## src/rtl/sqr_seq_ctrl.sv

```systemverilog
// -----------------------------------------------------------------------------
// sqr_seq_ctrl
// State sequencer for the structural square-root datapath. Holds the 4-bit
// control state Q that the downstream decoder turns into register enables,
// tri-state selects, AU ops, SRAM strobes and done. Sequences load, a
// data-dependent iteration loop bounded by MAX_ITER, a fixed finalisation
// tail and a four-phase done/start handshake. No datapath storage.
//
// Ports
//   clk        system clock, rising edge
//   rst_n      asynchronous active-low reset
//   start      level request, sampled in IDLE and DONE
//   abort      synchronous abort, forces IDLE on the next edge (highest priority)
//   loop_cond  datapath comparator flag, 1 = another pass needed (CHECK only)
//   Q          registered state code to the decoder
//   busy       high in every state except IDLE and DONE
//   iter       loop passes completed in the current operation
//   ovf        sticky: loop cut short by MAX_ITER while loop_cond was 1
//   illegal    sticky: an unused state code was entered
// -----------------------------------------------------------------------------
module sqr_seq_ctrl #(
    parameter int MAX_ITER = 8,
    parameter int ITER_W   = 4
) (
    input  logic              clk,
    input  logic              rst_n,
    input  logic              start,
    input  logic              abort,
    input  logic              loop_cond,
    output logic [3:0]        Q,
    output logic              busy,
    output logic [ITER_W-1:0] iter,
    output logic              ovf,
    output logic              illegal
);

    // Codes are fixed by the decoder; do not re-encode.
    typedef enum logic [3:0] {
        IDLE   = 4'b0000,
        INIT   = 4'b0001,
        STEP_A = 4'b0010,
        STEP_B = 4'b0011,
        CHECK  = 4'b1000,
        UPDATE = 4'b1001,
        FIN_A  = 4'b1100,
        FIN_B  = 4'b1101,
        FIN_C  = 4'b1110,
        FIN_D  = 4'b1111,
        OUT    = 4'b0111,
        DONE   = 4'b0101
    } state_t;

    localparam logic [ITER_W-1:0] LAST_ITER = ITER_W'(MAX_ITER - 1);

    // The state is kept as a plain 4-bit vector so an unused code (SEU or a
    // forced value) is representable and can be detected by the default arm.
    logic [3:0]        r_q;
    logic [ITER_W-1:0] r_iter;
    logic              r_ovf;
    logic              r_illegal;

    logic [3:0]        w_next;
    logic [ITER_W-1:0] w_iter;
    logic              w_ovf;
    logic              w_illegal;

    // NOTE: sequential state uses non-blocking assignments so every register
    // samples the pre-edge values of the others, independent of block order.
    always_ff @(posedge clk or negedge rst_n) begin
        if (!rst_n) begin
            r_q       <= IDLE;
            r_iter    <= '0;
            r_ovf     <= 1'b0;
            r_illegal <= 1'b0;
        end else begin
            r_q       <= w_next;
            r_iter    <= w_iter;
            r_ovf     <= w_ovf;
            r_illegal <= w_illegal;
        end
    end

    always_comb begin
        // NOTE: every output of this block gets a hold value first, so no path
        // through the case leaves one unassigned and no latch is inferred.
        w_next    = r_q;
        w_iter    = r_iter;
        w_ovf     = r_ovf;
        w_illegal = r_illegal;

        if (abort) begin
            // Abort beats every transition and start; stickies are kept.
            w_next = IDLE;
            w_iter = '0;
        end else begin
            case (r_q)
                IDLE: begin
                    if (start) begin
                        w_next    = INIT;
                        w_iter    = '0;
                        w_ovf     = 1'b0;
                        w_illegal = 1'b0;
                    end
                end
                INIT:   w_next = STEP_A;
                STEP_A: w_next = STEP_B;
                STEP_B: w_next = CHECK;
                CHECK: begin
                    if (!loop_cond) begin
                        w_next = FIN_A;
                    end else if (r_iter < LAST_ITER) begin
                        w_next = UPDATE;
                    end else begin
                        // Pass budget exhausted with work still pending.
                        w_next = FIN_A;
                        w_ovf  = 1'b1;
                    end
                end
                UPDATE: begin
                    w_next = STEP_A;
                    // CHECK only enters UPDATE below LAST_ITER; the guard keeps
                    // the counter saturating even from a corrupted state.
                    if (r_iter != LAST_ITER) begin
                        w_iter = r_iter + ITER_W'(1);
                    end
                end
                FIN_A: w_next = FIN_B;
                FIN_B: w_next = FIN_C;
                FIN_C: w_next = FIN_D;
                FIN_D: w_next = OUT;
                OUT:   w_next = DONE;
                DONE: begin
                    // Four-phase handshake: start must drop before IDLE.
                    if (!start) begin
                        w_next = IDLE;
                    end
                end
                default: begin
                    w_next    = IDLE;
                    w_illegal = 1'b1;
                end
            endcase
        end
    end

    assign Q       = r_q;
    assign busy    = (r_q != IDLE) && (r_q != DONE);
    assign iter    = r_iter;
    assign ovf     = r_ovf;
    assign illegal = r_illegal;

endmodule

```

## config.mk

```make
export PLATFORM = sky130hd
export DESIGN_NAME = sqr_seq_ctrl
export DESIGN_NICKNAME = d
export VERILOG_FILES = /design/src/rtl/sqr_seq_ctrl.sv
export SDC_FILE = /design/constraint.sdc
export NUM_CORES = 1
export LEC_CHECK = 0
export BUFFER_PORTS_ARGS = -buffer_cell sky130_fd_sc_hd__buf_2
export CORE_AREA = 2 2 39 41
export CTS_BUF_LIST = sky130_fd_sc_hd__clkbuf_4
export CTS_CLUSTER_DIAMETER = 200
export DETAILED_ROUTE_END_ITERATION = 16
export DIE_AREA = 0 0 41 43
export PLACE_DENSITY = 0.82
export SLEW_MARGIN = 20
export SYNTH_ARGS = -nofsm -noshare
export SYNTH_HDL_FRONTEND = slang
export SYNTH_SLANG_ARGS = --single-unit
```

## constraint.sdc

```tcl
create_clock -name clk -period 4 [get_ports clk]
set_input_delay 0.6 -clock clk [delete_from_list [all_inputs] [get_ports clk]]
set_output_delay 0.6 -clock clk [all_outputs]
set_load 0.02 [all_outputs]
```

# After elaboration in Yosys (flattened, before gate mapping)

Index checks and enable logic that the tools add are counted.

Bits of input ports: 5
Flip-flop bits (word level): 10

Add/sub/neg operators: 1
Reductions and logical operators: 11
Eq/ne operators: 19
Magnitude comparators: 1
Bitwise logic cells: 2
Mux-type cells: 15

Operator list:

| cell                                                       | count |
|---|---|
| case mux 4 bit (11 select lines)                           | 1 |
| equality test 4 bit, second input constant                 | 6 |
| two-way mux 4 bit                                          | 6 |
| OR reduction 11 bit                                        | 1 |
| != test 3 bit, second input constant                       | 3 |
| equality test 4 x 2 -> 1 bit, second input constant        | 2 |
| equality test 4 x 3 -> 1 bit, second input constant        | 2 |
| != test 4 x 3 -> 1 bit, second input constant              | 2 |
| case mux 4 bit (2 select lines)                            | 1 |
| two-way mux 3 bit                                          | 2 |
| != test 2 bit, second input constant                       | 3 |
| AND reduction 3 bit                                        | 2 |
| AND reduction 5 bit                                        | 1 |
| adder 4 x 1 -> 4 bit, second input constant                | 1 |
| equality test 4 x 1 -> 1 bit, second input constant        | 1 |
| logical NOT 4 bit                                          | 1 |
| less-than comparator 4 x 3 -> 1 bit, second input constant | 1 |
| case mux 1 bit (2 select lines)                            | 2 |
| nonzero test 4 bit                                         | 1 |
| two-way mux 1 bit                                          | 3 |
| nonzero test 3 bit                                         | 1 |
| inverter 1 bit                                             | 2 |
| AND reduction 2 bit                                        | 1 |
| nonzero test 2 bit                                         | 1 |
| other kinds (2)                                            | 2 |

# Longest topological paths before layout

Gate-level depths: netlist (run 1).

Depth in word-level cells: 5
Gate-level depth with buffers: 5

# Worst setup path before layout (run 1)

OpenSTA, ideal clock, no wires.

Path type: reg2out
From: register r_q[2] (netlist: Q[2])
To: output busy
Data required time: 3.400 ns
Arrival time: 1.222 ns
Path buffers: 1
Setup slack: 2.178 ns
Cell stages (with the launch flop): 4
Cell sequence: dfrtp_1 > buf_2 > xor2_1 > or3_1

Word-level cells in the longest chain between the ends: 2

Ends and longest elaborated chain:

| element                                                             | RTL line | text |
|---|---|---|
| from (decl)                                                         | 57       | `logic [3:0] r_q;` |
| from (signal assigned)                                              | 76       | `r_q <= w_next;` |
| != test 4 x 3 -> 1 bit / nonzero test 4 bit (equally long branches) | 147      | `assign busy = (r_q != IDLE) && (r_q != DONE);` |
| logical AND 1 bit *                                                 | 147      |  |
| to (decl)                                                           | 31       | `output logic busy,` |

Every way passes the cells marked *; elsewhere a longest branch is shown, timed or not.

# Final worst setup path (run 1)

From: register r_q[0] (netlist: Q[0])
To: output busy

Same word-level chain as after synthesis.

==> impl_metrics.tcl, run 1 <==
set metrics [dict create \
    status "finished clean" \
    synth_compound_area_share_pct 24.6 \
    ys_seq_area_share_pct 35.7 \
    ir_worst_vdd_mv 0.226 \
    cap_violations 0 \
    layout.nets 99 \
    drtIter0Drc 19 \
    finalHoldViolations 0 \
    ant_nets 0 \
    cts_resized 0 \
    drc_errors 0 \
    place.gp.congestion 0.804 \
    io_buffers 15 \
    overflow 0 \
    die_y_microns 43 \
    routed_wirelength_mm 1.41 \
    cts.sink_count 10 \
    period_needed_ps 2080 \
    path_clk_slew_ps 60 \
    cp_cell_sequence "xor2_1 -> or3_1 -> buf_2" \
    cp_max_fo 13 \
    grt_pass1_wl_mm 2.28 \
    holdBufCountCts 0 \
    syn_area_per_cell_sq_um 8.98 \
    min_path_type "input port to asynchronous set/reset pin" \
    num_rows 14 \
    grtUsageTotal_pct 18.8 \
    tns_ps 0 \
    clock_latency_ps 260 \
    timing.rr.start "Q[2]" \
    die-area_sq_um 1760 \
    vias 641 \
    ys_ff_latch 10 \
    grt_pass1_vias 522 \
    postCtsSetupBuffers 0 \
    grt_antenna_before_repair 0 \
    p_per_area_nw_per_um2 336 \
    cts_tree "done" \
    tightestPinTransition_ps 479 \
    critPathRequiredTime_ps 3400 \
    syn-num-nets 84 \
    worstSetupPathType "flop to output port" \
    slowest_stage "dfrtp_1" \
    cp.arrival_ps 1480 \
    worst-path-stages 3 \
    worst_setup_path_start_kind "flop" \
    cp_num_buf_inv 1 \
    dp.cells 104 \
    htree_levels 1 \
    initial_core_util_pct 50.6 \
    routed_via_density 5.99 \
    avgRoutedWirePerCell_microns 13.2 \
    slew_violations 0 \
    core_area_sq_um 1380 \
    synthesis.area_sq_um 701 \
    grt_setup_unrepaired "no" \
    synth_mux_area_share_pct 2.86 \
    skew_ps 6.87 \
    layout.cells.non_filler 107 \
    drive_gt1_share_pct 26.4 \
    antenna_cells 0 \
    postSynthCellCount 78 \
    setup_viol 0 \
    synth_top_family_by_area "simple AND/OR/NAND/NOR gates" \
    p_leak_nw 0.381 \
    max_freq_mhz 481 \
    synth_xor_area_share_pct 1.25 \
    root_buffer "clkbuf_4" \
    drt-pass1-iter-count 4 \
    synth_cell_type_count 35 \
    place_hpwl_mm 1.05 \
    worst_setup_path_end_kind "output port" \
    yosys.area_share.simple_pct 26.4 \
    numCtsBuffers 3 \
    relSlewSlack_pct 68.0 \
    fp.dieW_microns 41 \
    area_delta_synth_final_pct 11.6 \
    num_io_pins 16 \
    grt_max_degree 16 \
    rr_worst_depth 4 \
    critPathMaxStageDelay_ps 540 \
    cts_buffer_depth 2 \
    yosys_warnings 0 \
    synth-adder-area-share_pct 1.79 \
    fin_crit_sh_pct 52.0 \
    path_delay_family "flip-flops" \
    crit_start "Q[0]" \
]
==> kinds of logic after synthesis <==
group	after synthesis
AO/OA/AOI/OAI	26
XOR/XNOR	1
adder cells (fa/ha/maj)	1
buffers and inverters	9
flip-flops	10
multiplexers	2
AND/OR/NAND/NOR	29
==> layer usage <==
metal | vias to the layer above | global-route usage [%] | share of wire, %
li1 | 316 | - | -
met1 | 297 | 29.2 | 46
met2 | 28 | 24.4 | 46
met3 | 0 | 4.71 | 7.3
met4 | 0 | 7.33 | 0
met5 | - | 0 | 0
==> synthesized netlist by cell type <==
cell type / number / area share, %
nor3_1: 1 / 0.71
and4bb_4: 1 / 2.3
a21o_1: 1 / 1.1
xor2_1: 1 / 1.3
nor4_4: 1 / 3.0
mux2i_1: 2 / 2.9
nand2b_1: 1 / 0.89
ha_1: 1 / 1.8
nor4b_1: 1 / 1.3
o21ai_1: 4 / 2.9
nand3b_1: 3 / 3.2
nand2_2: 1 / 0.89
o21ai_2: 1 / 1.3
nand4_1: 1 / 0.89
o2bb2ai_1: 1 / 1.3
o311ai_1: 1 / 1.3
dfrtp_1: 10 / 36
a21oi_1: 9 / 6.4
buf_2: 2 / 1.4
buf_4: 2 / 2.1
or3_1: 1 / 0.89
nand2_1: 5 / 2.7
o22a_1: 1 / 1.3
inv_1: 4 / 2.1
and2b_1: 2 / 2.1
a32oi_1: 3 / 3.8
a2111oi_2: 1 / 2.1
buf_6: 1 / 1.6
nor2b_1: 1 / 0.89
a31oi_1: 3 / 2.7
nor2_1: 6 / 3.2
nor2_2: 1 / 0.89
nand3_1: 1 / 0.71
and3_1: 2 / 1.8
o21ai_0: 1 / 0.71
==> where the power goes <==
group / internal [mW] / switching (mW) / total (mW)
clock network: 0.0346 / 0.0313 / 0.0659
registers: 0.108 / 0.0168 / 0.125
logic: 0.0305 / 0.0411 / 0.0716
==> per-stage QoR <==
| step | power [mW] | setup WS (ps) | utilization (%) | instance area (sq um) | hold WS (ps) |
|---|---|---|---|---|---|
| floorplan | 0.182 | 2180 | - | 701 | 304 |
| global placement | 0.197 | 2200 | 54.9 | 759 | 476 |
| detailed placement | 0.199 | 2190 | 54.9 | 759 | 476 |
| CTS | 0.265 | 1900 | 56.5 | 782 | 195 |
| global route | 0.278 | 1820 | 56.5 | 782 | 198 |
| finish | 0.263 | 1920 | 56.5 | 782 | 189 |
==> worst reg2reg max path, cell delays in order, from the launching register on <==
cell and delay (ps):
dfrtp_1 640, nor2_1 190, and3_1 240, o311ai_1 240
a21oi_1 100
==> path summary, 6_finish.rpt <==
kind | end | slack [ps]
setup / recovery | busy | 1920
hold / removal | iter[2] | 190
setup reg to reg | iter[1] | 2470
hold reg to reg | illegal | 510
max in group asynchronous | Q[0] | 3610
min in group clk | illegal | 510
==> sequential cells by signal (all words and copies together) (netlist names) <==
| name | cells |
|---|---|
| ovf | 1 |
| Q | 4 |
| iter | 4 |
| illegal | 1 |
==> final cells by class <==
cell class | count | area [sq um]
inverter | 4 | 15.0
clock buffer | 3 | 22.5
tap | 16 | 20.0
fill | 129 | 602
multi-input combinational | 59 | 399
sequential | 10 | 250
timing repair buffer | 15 | 75.1
==> placed cells by master, fill, tap and decap left out, drive strengths merged, types with 2 or more instances in the layout <==
master,Yosys,routed
buf,5,15
dfrtp,10,10
a21oi,9,9
nor2,7,7
nand2,6,6
o21ai,6,6
inv,4,4
nand3b,3,3
a32oi,3,3
a31oi,3,3
clkbuf,0,3
and2b,2,2
and3,2,2
mux2i,2,2
Power figures use the tool's default switching activity.
==> run 2: changes to the inputs <==
ABC_AREA = 1   (was unset)
CORE_AREA = unset   (was 2 2 39 41)
CORE_UTILIZATION = 50   (was unset)
DIE_AREA = unset   (was 0 0 41 43)
PLACE_DENSITY = 0.81   (was 0.82)
clock period = 1.77 ns   (was 4 ns; I/O delays follow)
==> impl_metrics.tcl, run 2 <==
set metrics [dict create \
    grt_setup_unrepaired "no" \
    max_freq_mhz 602 \
    worst_setup_path_start_kind "flop" \
    r2r-end "Q[1]" \
    io_buffers 15 \
    skew_ps 1.85 \
    ys_ff_latch 10 \
    synth_cell_type_count 20 \
    synth-edff-count 0 \
    critPathRequiredTime_ps 1500 \
    grtUsageTotal_pct 24.3 \
    cap_violations 0 \
    path_clk_slew_ps 70 \
    synth_commonest_cells "30 x nand2_1, 18 x nor2_1, 13 x inv_1" \
    timing.rr.start "Q[0]" \
    postSynthCellCount 114 \
    grt_max_degree 12 \
    rr_worst_depth 6 \
    place_area_sq_um 862 \
    layout.nets 140 \
    holdBufCountCts 1 \
    worst_setup_path_end_kind "output port" \
    hp-start "abort" \
    multi_input_comb_area_sq_um 462 \
    fin_util_pct 65.8 \
    worst-path-stages 5 \
    finalHoldViolations 0 \
    yosys_warnings 0 \
    syn-num-nets 120 \
    drc_errors 0 \
    setup_viol 0 \
    root_buffer "clkbuf_4" \
    ant_nets 0 \
    fp.dieW_microns 41.3 \
    min_path_type "input port to flop" \
    cts_tree "done" \
    p_per_area_nw_per_um2 802 \
    ys_seq_area_share_pct 32.4 \
    fin_area_sq_um 898 \
    cts_resized 0 \
    drtIter0Drc 41 \
    grt_antenna_before_repair 0 \
    routed_via_density 5.40 \
    slew_violations 0 \
    synth_ff_type "dfrtp_1" \
    status "finished clean" \
    synthTopCellsByArea "dfrtp_1 32%, nand2_1 15%, nor2_1 8.7%" \
    area_delta_synth_final_pct 16.2 \
    layout_setup_ws_ps 110 \
    synth_top_area_share_pct 32.4 \
    rrSetupSlack_ps 380 \
    ir_worst_vdd_mv 0.431 \
    path_delay_family "flip-flops" \
    drt-pass1-iter-count 4 \
    htree_levels 1 \
    cp_num_buf_inv 2 \
    routed_wirelength_mm 1.74 \
    final_common_cell "nand2_1" \
    grt_pass1_wl_mm 2.68 \
    place.gp.congestion 0.916 \
    cts_buffer_depth 2 \
    drive_gt1_share_pct 24.1 \
    avgRoutedWirePerCell_microns 11.8 \
    pre_cts_slack_ps 413 \
    clock_latency_ps 260 \
    die-area_sq_um 1710 \
    tns_ps 0 \
    final_cell_mix "30 x nand2_1, 18 x nor2_1, 15 x buf_2, 13 x inv_1" \
    cp_cell_sequence "nor2_4 -> nand2_2 -> inv_2 -> nor2_1 -> buf_2" \
    synth_most_common_cell "nand2_1" \
    syn_area_per_cell_sq_um 6.78 \
    tightestPinTransition_ps 351 \
    antenna_cells 0 \
    cts.sink_count 10 \
    relSlewSlack_pct 76.6 \
    holdPathEnd "Q[3]" \
    die_y_microns 41.3 \
    num_io_pins 16 \
    vias 799 \
    numCtsBuffers 3 \
    fin_crit_sh_pct 93.8 \
    period_needed_ps 1660 \
    layout.cells.non_filler 148 \
    overflow 0 \
    synth_async_sr_flop_share_pct 100 \
    p_leak_nw 0.528 \
    synth.largest_area_cell "dfrtp_1" \
    num_rows 13 \
    slowest_stage "dfrtp_1" \
    initial_core_util_pct 56.6 \
    grt_pass1_vias 620 \
    hold-path-cell-count 2 \
    synthesis.area_sq_um 773 \
    worstSetupPathType "flop to output port" \
    cp.arrival_ps 1390 \
    core_area_sq_um 1370 \
    place_hpwl_mm 1.36 \
    dp.cells 143 \
    postCtsSetupBuffers 0 \
    fill_cells 127 \
    critPathMaxStageDelay_ps 490 \
    seq_area_sq_um 250 \
    cp_max_fo 7 \
]
run 2: changes by cell type in the layout (fill, tap and decap cells not counted), moves of 5 or more:
| cell | delta |
|---|---|
| nor2_1 | +12 |
| nand2_1 | +25 |
| inv_1 | +9 |
| a21oi_1 | -5 |
| nand3_1 | +9 |
run 2: through the flow:
step,hold slack [ps],power (mW)
after CTS,234,0.724
after detailed placement,146,0.560
after global placement,150,0.558
final,245,0.721
after floorplan,-30.1,0.486
after global routing,253,0.771
run 2: power by group:
part           switching, mW  total, mW  internal (mW)  leakage [nW]
clock                 0.0793      0.161         0.0815        0.0154
combinational          0.188      0.281         0.0925         0.376
sequential            0.0284      0.279          0.251         0.136
total                  0.296      0.721          0.425         0.528
run 2: final cells by class:
class / count / share of cell area [%]
clock inverter: 1 / 0.418
multi-input combinational: 88 / 51.4
tap: 15 / 2.09
clock buffer: 3 / 2.51
inverter: 15 / 6.27
timing repair buffer: 16 / 9.47
sequential: 10 / 27.9
run 2: logic make-up after synthesis:
| group | after synthesis | synth area share [%] |
|---|---|---|
| compound gates | 11 | 7.60 |
| xor+xnor | 2 | 2.27 |
| fa+ha+maj | 1 | 1.62 |
| buf+inv | 16 | 7.93 |
| flops | 10 | 32.4 |
| simple gates | 74 | 48.2 |
run 2: worst max path at each step:
stage                     start       to  slack (ps)
after floorplan            Q[3]     busy         370
after global placement     Q[0]      ovf         410
after detailed placement   Q[3]  iter[0]         410
after CTS                  Q[3]     busy         120
after global routing       Q[2]     busy          40
final                      Q[3]     busy         110
run 2: metal layers:
metal	routed length, microns	GRT usage (%)	part of all wire [%]
met1	847	36.1	49
met2	740	34.0	42
met3	127	4.79	7.3
met4	27	9.68	1.5
met5	0	0	0
